### src/rtl/uart_buf_pkg.sv
// -----------------------------------------------------------------------------
// uart_buf_pkg
// Shared definitions for the UART buffering bridge:
//   - default byte width and FIFO depths (log2)
//   - TX drain FSM state encoding (3 bits)
// -----------------------------------------------------------------------------
package uart_buf_pkg;

   localparam int UART_NB_DATA_DEF       = 8;
   localparam int UART_RX_DEPTH_LOG2_DEF = 4;
   localparam int UART_TX_DEPTH_LOG2_DEF = 4;

   typedef enum logic [2:0] {
      IDLE = 3'd0,
      LOAD = 3'd1,
      SEND = 3'd2,
      WAIT = 3'd3,
      DONE = 3'd4
   } tx_state_t;

endpackage : uart_buf_pkg

### src/rtl/uart_buffer_bridge_if.sv
// -----------------------------------------------------------------------------
// uart_buffer_bridge_if
// Bundles every non-clock signal of the bridge.
//   master modport : the debug unit + UART PHY side (drives i_*, observes o_*)
//   slave  modport : the bridge itself (observes i_*, drives o_*)
// Signals:
//   i_rd / i_wr / i_wdata / i_tx_start       debug-unit handshake into bridge
//   o_rx_data / o_rx_done / o_tx_done        bridge status back to debug unit
//   i_phy_rx_data / i_phy_rx_done            RX shifter byte + strobe
//   o_phy_tx_data / o_phy_tx_start           byte + start to TX shifter
//   i_phy_tx_done                            TX shifter finished strobe
//   i_clr_status / o_rx_ovf / o_tx_ovf       sticky overflow status
// -----------------------------------------------------------------------------
interface uart_buffer_bridge_if
   import uart_buf_pkg::*;
#(
   parameter int NB_UART_DATA = UART_NB_DATA_DEF
);

   logic                    i_rd;
   logic                    i_wr;
   logic [NB_UART_DATA-1:0] i_wdata;
   logic                    i_tx_start;
   logic [NB_UART_DATA-1:0] o_rx_data;
   logic                    o_rx_done;
   logic                    o_tx_done;
   logic [NB_UART_DATA-1:0] i_phy_rx_data;
   logic                    i_phy_rx_done;
   logic [NB_UART_DATA-1:0] o_phy_tx_data;
   logic                    o_phy_tx_start;
   logic                    i_phy_tx_done;
   logic                    i_clr_status;
   logic                    o_rx_ovf;
   logic                    o_tx_ovf;

   modport master (
      output i_rd, i_wr, i_wdata, i_tx_start,
      output i_phy_rx_data, i_phy_rx_done, i_phy_tx_done, i_clr_status,
      input  o_rx_data, o_rx_done, o_tx_done,
      input  o_phy_tx_data, o_phy_tx_start, o_rx_ovf, o_tx_ovf
   );

   modport slave (
      input  i_rd, i_wr, i_wdata, i_tx_start,
      input  i_phy_rx_data, i_phy_rx_done, i_phy_tx_done, i_clr_status,
      output o_rx_data, o_rx_done, o_tx_done,
      output o_phy_tx_data, o_phy_tx_start, o_rx_ovf, o_tx_ovf
   );

endinterface : uart_buffer_bridge_if

### src/rtl/uart_sync_fifo.sv
// -----------------------------------------------------------------------------
// uart_sync_fifo
// Single-clock first-word-fall-through FIFO.
//   clk, i_rst_n : clock, asynchronous active-low reset
//   push, wdata  : write request and data (dropped when full unless popping)
//   pop          : remove head (ignored when empty)
//   rdata        : current head, forced to 0 while empty
//   full, empty  : occupancy flags
//   count        : entries held, 0..2**DEPTH_LOG2
//   drop         : one-cycle pulse when a push was discarded
// -----------------------------------------------------------------------------
module uart_sync_fifo #(
   parameter int WIDTH      = 8,
   parameter int DEPTH_LOG2 = 4
) (
   input  logic                  clk,
   input  logic                  i_rst_n,
   input  logic                  push,
   input  logic [WIDTH-1:0]      wdata,
   input  logic                  pop,
   output logic [WIDTH-1:0]      rdata,
   output logic                  full,
   output logic                  empty,
   output logic [DEPTH_LOG2:0]   count,
   output logic                  drop
);

   localparam int                DEPTH    = 1 << DEPTH_LOG2;
   localparam logic [DEPTH_LOG2:0] FULL_CNT = (DEPTH_LOG2+1)'(DEPTH);

   logic [WIDTH-1:0]      mem [DEPTH];
   logic [DEPTH_LOG2-1:0] wr_ptr;
   logic [DEPTH_LOG2-1:0] rd_ptr;
   logic [DEPTH_LOG2:0]   cnt;
   logic                  do_push;
   logic                  do_pop;

   assign empty   = (cnt == '0);
   assign full    = (cnt == FULL_CNT);
   assign count   = cnt;

   // A pop frees the head slot in the same edge, so a push at full still lands
   // when paired with a pop. A pop on empty is ignored, so push+pop on empty is
   // a plain push.
   assign do_pop  = pop & ~empty;
   assign do_push = push & (~full | do_pop);
   assign drop    = push & ~do_push;

   // Empty FIFO presents 0 so the head output is defined straight out of reset.
   assign rdata   = empty ? '0 : mem[rd_ptr];

   // NOTE: storage has no reset; validity is tracked by cnt, and leaving the
   // array unreset lets it map onto plain flops/RAM without a reset tree.
   always_ff @(posedge clk) begin
      if (do_push) begin
         mem[wr_ptr] <= wdata;
      end
   end

   // NOTE: sequential state uses non-blocking assignments only, so every
   // register samples pre-edge values regardless of statement order.
   always_ff @(posedge clk or negedge i_rst_n) begin
      if (!i_rst_n) begin
         wr_ptr <= '0;
         rd_ptr <= '0;
         cnt    <= '0;
      end else begin
         if (do_push) wr_ptr <= wr_ptr + 1'b1;
         if (do_pop)  rd_ptr <= rd_ptr + 1'b1;
         case ({do_push, do_pop})
            2'b10:   cnt <= cnt + 1'b1;
            2'b01:   cnt <= cnt - 1'b1;
            default: cnt <= cnt;
         endcase
      end
   end

endmodule : uart_sync_fifo

### src/rtl/uart_buffer_bridge.sv
// -----------------------------------------------------------------------------
// uart_buffer_bridge
// Byte-buffering bridge between the debug unit's UART handshake and the
// bit-level UART PHY.
//   clk      : system clock
//   i_rst_n  : asynchronous active-low reset
//   bus      : uart_buffer_bridge_if.slave (see interface header for signals)
// RX path: PHY bytes land in an RX FIFO; the debug unit pops with i_rd and sees
//          the head (FWFT) on o_rx_data, o_rx_done = FIFO non-empty.
// TX path: i_wr queues bytes; i_tx_start kicks a drain FSM that hands bytes to
//          the PHY one at a time and pulses o_tx_done when the queue runs dry.
// Option macro UART_BUF_OVF_STATUS_EN: when defined, o_rx_ovf / o_tx_ovf are
//   sticky drop flags cleared by i_clr_status (set wins); otherwise both are 0
//   and i_clr_status is unused.
// -----------------------------------------------------------------------------
module uart_buffer_bridge
   import uart_buf_pkg::*;
#(
   parameter int NB_UART_DATA  = UART_NB_DATA_DEF,
   parameter int RX_DEPTH_LOG2 = UART_RX_DEPTH_LOG2_DEF,
   parameter int TX_DEPTH_LOG2 = UART_TX_DEPTH_LOG2_DEF
) (
   input  logic                 clk,
   input  logic                 i_rst_n,
   uart_buffer_bridge_if.slave  bus
);

   // ---------------------------------------------------------------- RX FIFO
   logic [NB_UART_DATA-1:0] rx_head;
   logic                    rx_full;
   logic                    rx_empty;
   logic [RX_DEPTH_LOG2:0]  rx_count;
   logic                    rx_drop;

   uart_sync_fifo #(
      .WIDTH      (NB_UART_DATA),
      .DEPTH_LOG2 (RX_DEPTH_LOG2)
   ) u_rx_fifo (
      .clk     (clk),
      .i_rst_n (i_rst_n),
      .push    (bus.i_phy_rx_done),
      .wdata   (bus.i_phy_rx_data),
      .pop     (bus.i_rd),
      .rdata   (rx_head),
      .full    (rx_full),
      .empty   (rx_empty),
      .count   (rx_count),
      .drop    (rx_drop)
   );

   assign bus.o_rx_data = rx_head;
   assign bus.o_rx_done = ~rx_empty;

   // ---------------------------------------------------------------- TX FIFO
   logic [NB_UART_DATA-1:0] tx_head;
   logic                    tx_full;
   logic                    tx_empty;
   logic [TX_DEPTH_LOG2:0]  tx_count;
   logic                    tx_drop;
   logic                    tx_pop;

   uart_sync_fifo #(
      .WIDTH      (NB_UART_DATA),
      .DEPTH_LOG2 (TX_DEPTH_LOG2)
   ) u_tx_fifo (
      .clk     (clk),
      .i_rst_n (i_rst_n),
      .push    (bus.i_wr),
      .wdata   (bus.i_wdata),
      .pop     (tx_pop),
      .rdata   (tx_head),
      .full    (tx_full),
      .empty   (tx_empty),
      .count   (tx_count),
      .drop    (tx_drop)
   );

   // ------------------------------------------------------------ TX drain FSM
   tx_state_t               state_q;
   tx_state_t               state_d;
   logic                    phy_tx_start;
   logic                    tx_done;
   logic [NB_UART_DATA-1:0] phy_tx_data_q;

   always_ff @(posedge clk or negedge i_rst_n) begin
      if (!i_rst_n) state_q <= IDLE;
      else          state_q <= state_d;
   end

   // NOTE: every combinational output gets a default first, so no path through
   // the case can leave it unassigned and infer a latch.
   always_comb begin
      state_d = state_q;
      case (state_q)
         IDLE: if (bus.i_tx_start)    state_d = tx_empty ? DONE : LOAD;
         LOAD:                        state_d = SEND;
         SEND:                        state_d = WAIT;
         WAIT: if (bus.i_phy_tx_done) state_d = tx_empty ? DONE : LOAD;
         DONE:                        state_d = IDLE;
         default:                     state_d = IDLE;
      endcase
   end

   // Outputs decode the state register only: no input reaches them
   // combinationally.
   always_comb begin
      tx_pop       = 1'b0;
      phy_tx_start = 1'b0;
      tx_done      = 1'b0;
      case (state_q)
         LOAD:    tx_pop       = 1'b1;
         SEND:    phy_tx_start = 1'b1;
         DONE:    tx_done      = 1'b1;
         default: ;
      endcase
   end

   // Byte handed to the TX shifter; held stable through SEND and WAIT.
   always_ff @(posedge clk or negedge i_rst_n) begin
      if (!i_rst_n)    phy_tx_data_q <= '0;
      else if (tx_pop) phy_tx_data_q <= tx_head;
   end

   assign bus.o_phy_tx_data  = phy_tx_data_q;
   assign bus.o_phy_tx_start = phy_tx_start;
   assign bus.o_tx_done      = tx_done;

   // ------------------------------------------------------- overflow status
`ifdef UART_BUF_OVF_STATUS_EN
   logic rx_ovf_q;
   logic tx_ovf_q;

   // A drop in the same cycle as a clear leaves the flag set.
   always_ff @(posedge clk or negedge i_rst_n) begin
      if (!i_rst_n) begin
         rx_ovf_q <= 1'b0;
         tx_ovf_q <= 1'b0;
      end else begin
         if (rx_drop)               rx_ovf_q <= 1'b1;
         else if (bus.i_clr_status) rx_ovf_q <= 1'b0;
         if (tx_drop)               tx_ovf_q <= 1'b1;
         else if (bus.i_clr_status) tx_ovf_q <= 1'b0;
      end
   end

   assign bus.o_rx_ovf = rx_ovf_q;
   assign bus.o_tx_ovf = tx_ovf_q;
`else
   assign bus.o_rx_ovf = 1'b0;
   assign bus.o_tx_ovf = 1'b0;

   logic unused_ovf;
   assign unused_ovf = ^{bus.i_clr_status, rx_drop, tx_drop};
`endif

   // Occupancy details the bridge does not consume.
   logic unused_fifo;
   assign unused_fifo = ^{rx_count, tx_count, rx_full, tx_full};

endmodule : uart_buffer_bridge

### src/flat_wrapper.sv
// flat-port wrapper written by rule: the top's interface ports become plain ports
module uart_buffer_bridge_flat import uart_buf_pkg::*;
#(
   parameter int NB_UART_DATA  = UART_NB_DATA_DEF,
   parameter int RX_DEPTH_LOG2 = UART_RX_DEPTH_LOG2_DEF,
   parameter int TX_DEPTH_LOG2 = UART_TX_DEPTH_LOG2_DEF
)
  (clk, i_rst_n, bus_i_rd, bus_i_wr, bus_i_wdata, bus_i_tx_start, bus_i_phy_rx_data, bus_i_phy_rx_done, bus_i_phy_tx_done, bus_i_clr_status, bus_o_rx_data, bus_o_rx_done, bus_o_tx_done, bus_o_phy_tx_data, bus_o_phy_tx_start, bus_o_rx_ovf, bus_o_tx_ovf);
  uart_buffer_bridge_if #(.NB_UART_DATA(NB_UART_DATA)) bus_i ();
  input  logic clk;
  input  logic i_rst_n;
  input wire logic [$bits(bus_i.i_rd)-1:0] bus_i_rd;
  input wire logic [$bits(bus_i.i_wr)-1:0] bus_i_wr;
  input wire logic [$bits(bus_i.i_wdata)-1:0] bus_i_wdata;
  input wire logic [$bits(bus_i.i_tx_start)-1:0] bus_i_tx_start;
  input wire logic [$bits(bus_i.i_phy_rx_data)-1:0] bus_i_phy_rx_data;
  input wire logic [$bits(bus_i.i_phy_rx_done)-1:0] bus_i_phy_rx_done;
  input wire logic [$bits(bus_i.i_phy_tx_done)-1:0] bus_i_phy_tx_done;
  input wire logic [$bits(bus_i.i_clr_status)-1:0] bus_i_clr_status;
  output wire logic [$bits(bus_i.o_rx_data)-1:0] bus_o_rx_data;
  output wire logic [$bits(bus_i.o_rx_done)-1:0] bus_o_rx_done;
  output wire logic [$bits(bus_i.o_tx_done)-1:0] bus_o_tx_done;
  output wire logic [$bits(bus_i.o_phy_tx_data)-1:0] bus_o_phy_tx_data;
  output wire logic [$bits(bus_i.o_phy_tx_start)-1:0] bus_o_phy_tx_start;
  output wire logic [$bits(bus_i.o_rx_ovf)-1:0] bus_o_rx_ovf;
  output wire logic [$bits(bus_i.o_tx_ovf)-1:0] bus_o_tx_ovf;
  assign bus_i.i_rd = bus_i_rd;
  assign bus_i.i_wr = bus_i_wr;
  assign bus_i.i_wdata = bus_i_wdata;
  assign bus_i.i_tx_start = bus_i_tx_start;
  assign bus_i.i_phy_rx_data = bus_i_phy_rx_data;
  assign bus_i.i_phy_rx_done = bus_i_phy_rx_done;
  assign bus_i.i_phy_tx_done = bus_i_phy_tx_done;
  assign bus_i.i_clr_status = bus_i_clr_status;
  assign bus_o_rx_data = bus_i.o_rx_data;
  assign bus_o_rx_done = bus_i.o_rx_done;
  assign bus_o_tx_done = bus_i.o_tx_done;
  assign bus_o_phy_tx_data = bus_i.o_phy_tx_data;
  assign bus_o_phy_tx_start = bus_i.o_phy_tx_start;
  assign bus_o_rx_ovf = bus_i.o_rx_ovf;
  assign bus_o_tx_ovf = bus_i.o_tx_ovf;
  uart_buffer_bridge #(.NB_UART_DATA(NB_UART_DATA), .RX_DEPTH_LOG2(RX_DEPTH_LOG2), .TX_DEPTH_LOG2(TX_DEPTH_LOG2)) u_core (.clk(clk), .i_rst_n(i_rst_n), .bus(bus_i));
endmodule
### config.mk
export PLATFORM = sky130hd
export DESIGN_NAME = uart_buffer_bridge_flat
export DESIGN_NICKNAME = d
export VERILOG_FILES = /design/src/rtl/uart_buf_pkg.sv /design/src/rtl/uart_buffer_bridge_if.sv /design/src/rtl/uart_sync_fifo.sv /design/src/rtl/uart_buffer_bridge.sv /design/src/flat_wrapper.sv
export SDC_FILE = /design/constraint.sdc
export NUM_CORES = 1
export LEC_CHECK = 0
export BUFFER_PORTS_ARGS = -buffer_cell sky130_fd_sc_hd__buf_2
export CAP_MARGIN = 20
export CORE_UTILIZATION = 45
export DETAILED_ROUTE_END_ITERATION = 16
export GPL_TIMING_DRIVEN = 0
export HOLD_SLACK_MARGIN = 0.06
export SETUP_SLACK_MARGIN = 0.02
export SYNTH_ARGS = -nofsm -noshare
export SYNTH_HDL_FRONTEND = slang
export SYNTH_SLANG_ARGS = --single-unit
### constraint.sdc
create_clock -name clk -period 3.5 [get_ports clk]
set_input_delay 0.7 -clock clk [delete_from_list [all_inputs] [get_ports clk]]
set_output_delay 0.7 -clock clk [all_outputs]
set_load 0.02 [all_outputs]
==> flow_summary.html <==
<table>
<tr><th>Metric</th><th>Value</th></tr>
<tr><th colspan="2">Timing</th></tr>
<tr><td>Slew of the pin with the lowest slew margin</td><td>~0.94 ns</td></tr>
<tr><td>RSZ-0062 raised after global routing</td><td>false</td></tr>
<tr><td>Final period utilization</td><td>0.947</td></tr>
<tr><td>Achievable clock frequency</td><td>~0.30 GHz</td></tr>
<tr><td>Final TNS setup</td><td>0 ns</td></tr>
<tr><td>Setup violations, final</td><td>0</td></tr>
<tr><td>Final-report hold violation count</td><td>0</td></tr>
<tr><td>Worst slew margin relative to its limit</td><td>0.373</td></tr>
<tr><td>Crit path setup slack, layout</td><td>0.186 ns</td></tr>
<tr><td>Final min period</td><td>around 3.3 ns</td></tr>
<tr><td>Max-slew violations</td><td>0</td></tr>
<tr><td>Final Skew</td><td>~0.010 ns</td></tr>
<tr><th colspan="2">Global route</th></tr>
<tr><td>Via count of the first global-routing pass</td><td>a little over 6000</td></tr>
<tr><td>Antenna violations before repair</td><td>0</td></tr>
<tr><td>Global-route usage over all layers</td><td>0.180</td></tr>
<tr><td>Wire length of the first global-routing pass</td><td>about 36 mm</td></tr>
<tr><td>Residual overflow from global routing</td><td>0</td></tr>
<tr><td>Pin count of the biggest net entering global routing</td><td>38</td></tr>
<tr><th colspan="2">Floorplanning</th></tr>
<tr><td>Core Region</td><td>about 26000 um^2</td></tr>
<tr><td>Row cnt</td><td>59</td></tr>
<tr><td># IOs</td><td>45</td></tr>
<tr><td>Horiz. Die Dim</td><td>165 um</td></tr>
<tr><td>Initial core utilization</td><td>0.458</td></tr>
<tr><td>Die area</td><td>27200 um^2</td></tr>
<tr><td>Vertical die dimension</td><td>165 um</td></tr>
<tr><th colspan="2">Route</th></tr>
<tr><td>Total detailed-routing wirelength</td><td>approximately 23 mm</td></tr>
<tr><td>First DRT Iteration DRCs</td><td>~470</td></tr>
<tr><td>Wire length per cell</td><td>22.1 um</td></tr>
<tr><td>Via-to-Cell Ratio</td><td>around 5.5</td></tr>
<tr><td>DRT antenna net count</td><td>0</td></tr>
<tr><td>Remaining routing DRC violations</td><td>0</td></tr>
<tr><td>Routed vias</td><td>5761</td></tr>
<tr><td>Length of the first detailed-routing pass in iterations</td><td>4</td></tr>
<tr><th colspan="2">Synth</th></tr>
<tr><td>Cell area after technology mapping</td><td>11900 um^2</td></tr>
<tr><td>Most common cell in the synthesized netlist</td><td>sky130_fd_sc_hd__edfxtp_1</td></tr>
<tr><td>Top cells by count, synth</td><td>sky130_fd_sc_hd__edfxtp_1, sky130_fd_sc_hd__mux4_2, sky130_fd_sc_hd__dfrtp_1</td></tr>
<tr><td>Main combinational cell family by area after synthesis</td><td>multiplexers</td></tr>
<tr><td>Synthesis-stage register bit count</td><td>just under 300</td></tr>
<tr><td>Fraction of post-synthesis cell area in the top cell type by area</td><td>0.644</td></tr>
<tr><td>Top area cells in the synthesized netlist</td><td>sky130_fd_sc_hd__edfxtp_1, sky130_fd_sc_hd__mux4_2, sky130_fd_sc_hd__dfrtp_1</td></tr>
<tr><td>Top FF cell, synth</td><td>sky130_fd_sc_hd__edfxtp_1</td></tr>
<tr><td>Multiplexer share of the synthesized area</td><td>0.155</td></tr>
<tr><td>Mean area per synthesized cell</td><td>roughly 19 um^2</td></tr>
<tr><td>Synth cell types</td><td>52</td></tr>
<tr><td>Top cell type by total area after synthesis</td><td>sky130_fd_sc_hd__edfxtp_1</td></tr>
<tr><td>Synthesis warning total</td><td>0</td></tr>
<tr><td>Share of synthesized cell area in full adder, half adder and majority cells</td><td>0.0201</td></tr>
<tr><td>Ys async rst share</td><td>0.126</td></tr>
<tr><td>Complex-gate fraction of the synthesized area</td><td>0.0268</td></tr>
<tr><td>Sequential element share of the synthesized area</td><td>0.721</td></tr>
<tr><td>Count of mapped cells out of synthesis</td><td>between 600 and 700</td></tr>
<tr><td>Number of flops mapped to enable cells by yosys</td><td>roughly 260</td></tr>
<tr><td>Simple-gate portion of the synthesized area</td><td>0.0469</td></tr>
<tr><td>Synthesized-area fraction occupied by xor and xnor cells</td><td>0.0132</td></tr>
<tr><th colspan="2">Clock tree</th></tr>
<tr><td>Bufs on Longest Clock Path</td><td>3</td></tr>
<tr><td>Clock tree from TritonCTS</td><td>built</td></tr>
<tr><td>Clock-pin slew of the registers on the worst-case setup and hold paths</td><td>around 0.06 ns</td></tr>
<tr><td>CTS buffer count</td><td>29</td></tr>
<tr><td>Total number of clock tree sinks</td><td>293</td></tr>
<tr><td>CTS HTree Levels</td><td>1</td></tr>
<tr><td>Post-CTS setup-driven buffer insertion count</td><td>0</td></tr>
<tr><td>Hold-fix buffers at CTS</td><td>0</td></tr>
<tr><td>Buffer cell driving the clock tree root</td><td>sky130_fd_sc_hd__clkbuf_16</td></tr>
<tr><td>Clock latency on the worst-skew pair</td><td>roughly 0.54 ns</td></tr>
<tr><th colspan="2">Min path</th></tr>
<tr><td>Path type of the worst min-delay path</td><td>in -&gt; async</td></tr>
<tr><th colspan="2">Finish</th></tr>
<tr><td>Layout area overhead</td><td>13.0%</td></tr>
<tr><td>Fillers</td><td>2100</td></tr>
<tr><td>Sequential cell area</td><td>between 8000 and 9000 um^2</td></tr>
<tr><td>Multi-input gate area</td><td>~3100 um^2</td></tr>
<tr><td>Final nets</td><td>around 740</td></tr>
<tr><td>Fraction of final layout cells with drive strength greater than 1</td><td>0.250</td></tr>
<tr><td>Antenna Diode Count</td><td>0</td></tr>
<tr><th colspan="2">Critical path</th></tr>
<tr><td>Critical path class</td><td>reg -&gt; out</td></tr>
<tr><td>Worst Setup End Kind</td><td>output pin</td></tr>
<tr><td>Category of the worst setup path launch point</td><td>register</td></tr>
<tr><td>Worst EP arrival</td><td>between 2 and 3 ns</td></tr>
<tr><td>CP Max Fanout</td><td>10</td></tr>
<tr><td>Required time at the endpoint of the critical path</td><td>between 2 and 3 ns</td></tr>
<tr><th colspan="2">Placed design</th></tr>
<tr><td>DP Wirelength</td><td>~16 mm</td></tr>
<tr><td>Final weighted congestion of routability-driven global placement</td><td>approximately 0.73</td></tr>
<tr><td>Port-buffer cells</td><td>40</td></tr>
<tr><td>Pre-CTS setup slack</td><td>a little under 0.5 ns</td></tr>
<tr><th colspan="2">Outcome</th></tr>
<tr><td>Outcome</td><td>finished clean</td></tr>
<tr><th colspan="2">Pwr</th></tr>
<tr><td>Leak pwr</td><td>approximately 4.6 nW</td></tr>
<tr><td>Power per cell area</td><td>between 800 and 900 nW/um^2</td></tr>
<tr><td>Worst supply voltage drop on vdd</td><td>approximately 580 uV</td></tr>
<tr><th colspan="2">Run</th></tr>
<tr><td>MaxCap Viol Count</td><td>0</td></tr>
</table>
## power breakdown
part           switching, mW  total, mW  internal, mW
registers              0.272       4.60          4.33
clock network           1.22       2.91          1.69
logic                   1.96       3.54          1.58
## timing repair
action,4_1_cts,5_1_grt
setup endpoints to repair,6,4
resized for setup,3,3
cloned,0,0
## kinds of logic after synthesis
family | Yosys count
buf+inv | 43
simple gates | 99
flops | 293
compound gates | 41
fa+ha+maj | 18
other cells | 1
xor+xnor | 18
mux | 104
## cells in the final DEF, fill, tap and decap left out, types with 16 or more instances in the layout
master and count:
sky130_fd_sc_hd__edfxtp_1 256, sky130_fd_sc_hd__mux4_2 64, sky130_fd_sc_hd__buf_2 48, sky130_fd_sc_hd__dfrtp_1 37
sky130_fd_sc_hd__mux2i_1 34, sky130_fd_sc_hd__clkbuf_16 29, sky130_fd_sc_hd__and2_1 25, sky130_fd_sc_hd__clkbuf_1 23
sky130_fd_sc_hd__nand2_1 23, sky130_fd_sc_hd__xnor2_1 16, sky130_fd_sc_hd__ha_1 16
## metal layers
metal	part of all wire	GRT usage	wire, um	vias to the layer above
li1	-	-	-	2612
met2	0.52	0.321	12000	133
met4	0.020	0.0467	466	0
met5	0	0	0	-
met3	0.036	0.0259	839	33
met1	0.42	0.231	9830	2983
## state kept, by name, summed over array words and instances (netlist names)
name and flops:
u_core.u_rx_fifo.mem 128, u_core.state_q 3, u_core.bus.o_phy_tx_data 8, u_core.u_tx_fifo.mem 128
u_core.u_tx_fifo.wr_ptr 4, u_core.u_rx_fifo.wr_ptr 4, u_core.u_tx_fifo.rd_ptr 4, u_core.u_rx_fifo.rd_ptr 4
u_core.u_tx_fifo.count 5, u_core.u_rx_fifo.count 5
## final timing paths
path                                                  start                     endpoint  slack, ns  cells past startpoint
worst max-delay path             u_core.u_rx_fifo.rd_ptr[0]             bus_o_rx_data[6]       0.19                      6
min in group clk                             bus_i_tx_start            u_core.state_q[2]       0.50                      3
worst max register to register    u_core.u_rx_fifo.count[1]    u_core.u_rx_fifo.count[4]       0.74                      9
worst min-delay path                                i_rst_n   u_core.u_tx_fifo.wr_ptr[1]       0.29                      1
worst min register to register  u_core.bus.o_phy_tx_data[1]  u_core.bus.o_phy_tx_data[1]       0.51                      2
max in group asynchronous                           i_rst_n    u_core.u_rx_fifo.count[0]       2.59                      1
## critical path, cell delays in order (launching register included)
cell,delay (ns)
sky130_fd_sc_hd__dfrtp_1,0.35
sky130_fd_sc_hd__buf_2,0.24
sky130_fd_sc_hd__clkbuf_4,0.32
sky130_fd_sc_hd__mux4_2,0.53
sky130_fd_sc_hd__mux2i_1,0.32
sky130_fd_sc_hd__o22ai_1,0.14
sky130_fd_sc_hd__buf_2,0.18
## through the flow
step / utilization / power [mW] / area [um^2] / hold slack, ns / std cells
after floorplan: - / 7.21 / 11900 / 0.404 / 618
after global placement: 0.482 / 8.15 / 12600 / 0.502 / 993
after detailed placement: 0.483 / 8.28 / 12600 / 0.508 / 997
after CTS: 0.518 / 11.2 / 13500 / 0.325 / 1050
after global routing: 0.518 / 11.6 / 13500 / 0.357 / 1050
final: 0.518 / 11.1 / 13500 / 0.287 / 1050
## final cells by class
cell class,instances,share of cell area
clock inverters,6,0.00436
flip-flops and latches,293,0.638
plain buffers,28,0.0107
clock buffers,47,0.0618
multi-input cells,282,0.233
inverters,15,0.00417
well taps,335,0.0311
repair buffers,44,0.0167
Power figures use the tool's default switching activity.
